[src/rtl/cpca_shift_add_step.sv]
// One MSB-first shift-add multiply step: acc_next = (acc << 1) + (qbit ? divisor : 0).
module cpca_shift_add_step #(
  parameter int unsigned DW = 7,
  parameter int unsigned AW = 13
) (
  input  logic [AW-1:0] acc,
  input  logic          qbit,
  input  logic [DW-1:0] divisor,
  output logic [AW-1:0] acc_next
);

  always_comb begin
    acc_next = (acc << 1) + (qbit ? AW'(divisor) : '0);
  end

endmodule

[config.mk]
export PLATFORM = sky130hd
export DESIGN_NAME = cpca_shift_add_step
export DESIGN_NICKNAME = d
export VERILOG_FILES = /design/src/rtl/cpca_shift_add_step.sv
export SDC_FILE = /design/constraint.sdc
export NUM_CORES = 1
export LEC_CHECK = 0
export ABC_AREA = 1
export ABC_CLOCK_PERIOD_IN_PS = 1840
export CAP_MARGIN = 20
export CORE_UTILIZATION = 38
export DETAILED_ROUTE_END_ITERATION = 10
export PLACE_DENSITY_LB_ADDON = 0.2
export SYNTH_ARGS = -nofsm -noshare
export SYNTH_HDL_FRONTEND = slang
export SYNTH_SLANG_ARGS = --single-unit
[constraint.sdc]
create_clock -name vclk -period 1.84
set_input_delay 0.368 -clock vclk [all_inputs]
set_output_delay 0.368 -clock vclk [all_outputs]
set_load 0.03 [all_outputs]
==> run metrics, run 1 <==
Die Y between 30 and 40 um; top post-synthesis cells by area nand2_1 29%, inv_1 15%, ha_1 15%; Err [ERROR DPL-0038] Utilization greater than 100%, impossible to legalize; FP Rows 12; Post-DP HPWL 1.50 mm; top-area cell type share of the netlist area between 20% and 30%; Die W about 39 um; Seq/Total Area, Yosys 0%; post-synth cell types 17; PostCTS Resize Cnt approximately 110; number of port buffers 33; Post-CTS Setup Inserts 1; Initial Util between 40% and 50%; gpl congestion about 0.84; Synth Cell Area 514 um2; IO Pins 34; Post-Synthesis Net Count roughly 130; Syn Inst Count 99; Post-Syn Area per Cell about 5.2 um2; Halt Stage clock tree synthesis (4_1_cts); status stopped before the end; Hold Buf Count CTS 0; area leader, netlist nand2_1; yosys warns 0
## cell usage after synthesis (all sizes together)
master / instances
inv: 21
xor2: 3
a21oi: 2
fa: 1
nand3: 10
nand2: 43
nor2: 7
nor3: 1
xnor2: 2
ha: 6
nand4: 1
nand3b: 1
a31oi: 1
## cells by family after synthesis
logic type / share of synthesized area, %
AOI/OAI and AO/OA: 3.89
xor gates and xnor gates: 8.52
adders and majority gates: 18.5
buffers and inverters: 15.3
and+or+nand+nor: 53.8
## per-stage QoR
stage | std cells | utilization, % | instance area (um2) | setup WS, ns | hold slack [ns]
floorplan | 99 | - | 586 | -0.0781 | 0.859
global placement | 158 | 83.5 | 991 | -0.713 | 1.38
detailed placement | 158 | 83.5 | 991 | -0.786 | 1.41
==> run 2, diff against run 1 <==
CORE_AREA = 2 2 63 65   (was default)
CORE_UTILIZATION = default   (was 38)
DIE_AREA = 0 0 65 67   (was default)
PLACE_DENSITY_LB_ADDON = 0.15   (was 0.2)
==> run metrics, run 2 <==
Worst path max stage delay roughly 0.4 ns; Seq/Total Area, Yosys 0%; fin cells around 200; CP Class primary input to primary output; CLK BUF 0; antenna cells 0; vias per cell slightly below 4; most frequent CP cell nand2_4; setup slack after layout -0.194 ns; met3 WL 60 um; Hold Path Depth 4; core area ~3600 um2; fin nets 179; Leakage 0.657 nW; starting DRC count in detailed routing 13; ratio of cells with drive above 1 in the final layout 66.4%; CP Buf/Inv Count 3; Initial Util 14.3%; Final period util 111%; post-synth cell types 17; Die Y about 67 um; RSZ-0062 raised after global routing true; Fin Setup TNS -0.809 ns; # DRC 0; FP Rows 22; Post-DP HPWL between 1.5 and 2 mm; gr usage total 8.61%; Post-DRT Antenna Nets 0; initial antenna violation count 0; failing checks setup timing; first-pass GRT wire length a little over 3 mm; grt ovf 0; yosys warns 0; WL met2 948 um; Slowest-stage cell, CP fa_2; crit path capture type primary output; CP arrival 1.67 ns; final WL about 1.8 mm; register area 0 um2; Hold WC Path Type primary input to primary output; IO Pins 34; final setup vio count 9; Synth Cell Area roughly 510 um2; most common cell after layout, fill and taps aside buf_4; top-area cell type share of the netlist area roughly 29%; final core utilization about 36%; M1 wire length 828 um; FMAX ~500 MHz; Die ar. around 4400 um2; Final Max Slew Viols 0; pwr dens 330 nW/um2; worst-margin pin slew between 0.2 and 0.25 ns; dpl cells between 150 and 200; Hold Buf Count CTS 0; seq_cells 0; Die W about 65 um; Hold Vio Cnt, Final 0; Top Layer Used met3; delay-heaviest family, CP adder cells; routed len/inst a little over 9 um; TritonRoute pass-1 iters 4; status finished, violations left; vias in the first global route roughly 750; Critical Path RT around 1.5 ns; top post-synthesis cells by area nand2_1 29%, inv_1 15%, ha_1 15%; WP depth 10; worst vdd ir 0.000146 V; Synth top cells by count 40 x nand2_1, 21 x inv_1, 8 x nand3_1; Post-Syn Area per Cell a little over 5 um2; largest net degree at the start of global routing 8; number of port buffers 33; crit-path cells buf_12, nand2_4, inv_2, ha_4, fa_2, nand2_2, nand3_4, nand3b_1, nand2_4, buf_6; gpl congestion around 0.77; synth-to-layout area growth 155%; CP max FO 7; most common cell in the netlist nand2_1; most frequent cells in the layout 20 x buf_4, 19 x nand2_1, 18 x nand2_2; fillers 380; Slew headroom between 80 and 90%; Worst setup SP type primary input; Post-Synthesis Net Count between 100 and 150; area leader, netlist nand2_1; hold slack roughly 1.1 ns; total number of vias roughly 760; crit path time final a little over 2 ns; Max Cap Viol 0; Syn Inst Count 99
-- run 2: cell counts after synthesis --
Identical to the previous run, type by type.
-- run 2: layout make-up --
class                      count  area [um2]  area share, %
multi-input combinational     78         727           55.4
timing repair buffer          50         443           33.8
inverter                      21        81.3           6.20
tap                           48        60.1           4.58
-- run 2: layer usage --
metal | GRT usage [%] | up-vias
met2 | 16.9 | 17
met4 | 0 | 0
li1 | - | 399
met3 | 0.169 | 0
met1 | 11.1 | 346
met5 | 0 | -
-- run 2: final timing paths --
path,startpoint,end,slack (ns)
setup / recovery,qbit,acc_next[11],-0.19
hold / removal,qbit,acc_next[0],1.06
-- run 2: cell families after synthesis --
logic type	synth area share, %
simple gates	53.8
buf+inv	15.3
xor+xnor	8.52
compound gates	3.89
fa+ha+maj	18.5
-- run 2: through the flow --
step                instance area [um2]  power (mW)  worst slack, ns
finish                             1310       0.432           -0.194
global route                       1310       0.464           -0.258
CTS                                1280       0.429           -0.203
detailed placement                 1050       0.343           -0.792
global placement                   1050       0.342           -0.770
floorplan                           586       0.194          -0.0781
-- run 2: what timing repair did --
action | 4_1_cts | 5_1_grt
hold endpoints to repair | 0 | 0
gates resized for setup | 106 | 7
setup buffers | 3 | 0
endpoints found under the setup margin | 12 | 10
pin swaps | 32 | 7
-- run 2: tightest hold or removal path: cells and delay by family --
kind	cells	cell delay (ns)
AND/OR/NAND/NOR	1	0.04
buffers and inverters	3	0.27
-- run 2: power by group --
group,internal [mW],leakage (nW),switching [mW]
clock network,0,0,0
logic,0.207,0.657,0.225
registers,0,0,0
Note: power is estimated with default switching activity, not from simulation.
==> variant: new RTL, flow settings as in run 2 <==
`AW`: 13 -> 14.
--- a/src/rtl/cpca_shift_add_step.sv
+++ b/src/rtl/cpca_shift_add_step.sv
@@ -1,7 +1,7 @@
 // One MSB-first shift-add multiply step: acc_next = (acc << 1) + (qbit ? divisor : 0).
 module cpca_shift_add_step #(
   parameter int unsigned DW = 7,
-  parameter int unsigned AW = 13
+  parameter int unsigned AW = 14
 ) (
   input  logic [AW-1:0] acc,
   input  logic          qbit,
Ports: changed (resized acc and acc_next); port bits go from 34 to 36. The function was not compared with the original's and may differ.
==> variant against run 2 <==
- the run still ends with negative setup slack left
- synthesized area increased by 7.3%
- maximum frequency decreased by 4.5%
- setup slack got worse by 0.095 ns
- highest routed layer unchanged
- wire length increased by 9.7%
- power increased by 8.5%
- sequential share of layout area unchanged
- global-route usage increased by 0.92 points
- final area increased by 11%
- combinational power increased by 8.6%
- largest power group unchanged
==> variant: results (changes against run 2) <==
| Metric | Value |
|---|---|
| Status | `finished with violations (unchanged)` |
| Failing checks | `negative setup slack (unchanged)` |
| Slowest CP cell | `fa_2 (unchanged)` |
| TNS Setup | `-2.32 ns (was -0.809 ns)` |
| Buffers on Ports | `35 (was 33)` |
| Final Net Count | `194 (was 179)` |
| Initial antenna violation count | `0 (unchanged)` |
| Worst path max stage delay | `0.39 ns (was 0.41 ns)` |
| Layout cells sized above 1 | `0.613 (was 0.664)` |
| Synth Area in XOR/XNOR | `0.0952 (was 0.0852)` |
| Non-clock buffering overhead | `0.344 (was 0.338)` |
| Fillers | `384 (was 380)` |
| Final setup violation count | `11 (was 9)` |
| Largest cells by area after synthesis | `nand2_1, ha_1, inv_1 (was nand2_1, inv_1, ha_1)` |
| Hold Crit Class | `primary input to primary output (unchanged)` |
| Largest net degree at the start of global routing | `7 (was 8)` |
| Via Count | `824 (was 762)` |
| Vias in the first global route | `809 (was 753)` |
| Setup ws final | `-0.289 ns (was -0.194 ns)` |
| First-pass GRT wire length | `3.39 mm (was 3.11 mm)` |
| Post-synthesis compound-gate area fraction | `0.0181 (was 0.0389)` |
| Num sequential | `0 (unchanged)` |
| Combinational power | `0.469 mW (was 0.432 mW)` |
| Sw Share | `0.520 (about the same)` |
| Hpwl dp | `1.64 mm (was 1.52 mm)` |
| Dpl cell area | `0.00114 mm^2 (was 0.00105 mm^2)` |
| Routed len/inst | `9.55 um (was 9.32 um)` |
| Psw | `0.244 mW (was 0.225 mW)` |
| Clock network area share | `0 (unchanged)` |
| Syn Inst Count | `108 (was 99)` |
| Total GRT Usage | `0.0953 (was 0.0861)` |
| Setup WS pre-CTS | `-0.762 ns (was -0.792 ns)` |
| Synth top cells by count | `nand2_1, inv_1, nand3_1, nor2_1, ha_1 (was nand2_1, inv_1, nand3_1, ha_1, nor2_1)` |
| Mapped Avg Cell Area | `5.11 um^2 (was 5.19 um^2)` |
| Count of cell types in the netlist | `13 (was 17)` |
| Multi-input gate area | `820 um^2 (was 727 um^2)` |
| Multi-input gates | `88 (was 78)` |
| Critical path arrival | `1.76 ns (was 1.67 ns)` |
| Slew headroom | `0.849 (was 0.853)` |
| Crit path max fanout | `4 (was 7)` |
| Adder-cell share of the synthesized area | `0.172 (was 0.185)` |
| Placed cells | `205 (was 194)` |
| Synth Net Count | `137 (was 127)` |
| PostCTS Resize Cnt | `80 (was 106)` |
| Drt initial violations | `26 (was 13)` |
| Via density | `3.91 (was 3.87)` |
| Non-CTS inverters | `20 (was 21)` |
| Worst Hold Slack | `1.10 ns (was 1.06 ns)` |
| Pleak | `0.741 nW (was 0.657 nW)` |
| Peak supply drop | `0.000157 V (was 0.000146 V)` |
| TritonRoute pass-1 iters | `4 (unchanged)` |
| Setup bufs post-CTS | `4 (was 3)` |
| GPL Wtd Cong | `0.712 (was 0.773)` |
| Repair and plain buffers | `55 (was 50)` |
==> variant: cell count changes in the layout (fill, tap and decap cells not counted), sizes merged, moves of 2 or more <==
cell,before,now
nor2,7,10
nand3,10,14
nand2,43,47
xor2,3,5
clkdlybuf4s15,5,3
dlygate4sd2,3,6
clkdlybuf4s50,4,8
==> variant: critical path: cells and delay by family <==
family	cells	cell delay [ns]
fa+ha+maj	2	0.54
buf+inv	3	0.27
simple gates	5	0.42
xor+xnor	1	0.14
==> variant: final timing paths <==
kind           to  cells past startpoint   start
max   acc_next[9]                     11    qbit
min   acc_next[1]                      3  acc[0]
==> variant: metal layers <==
| metal | global-route usage | vias up | part of all wire |
|---|---|---|---|
| met2 | 0.175 | 27 | 0.50 |
| li1 | - | 437 | - |
| met5 | 0 | - | 0 |
| met3 | 0.00676 | 0 | 0.067 |
| met1 | 0.128 | 360 | 0.44 |
| met4 | 0 | 0 | 0 |
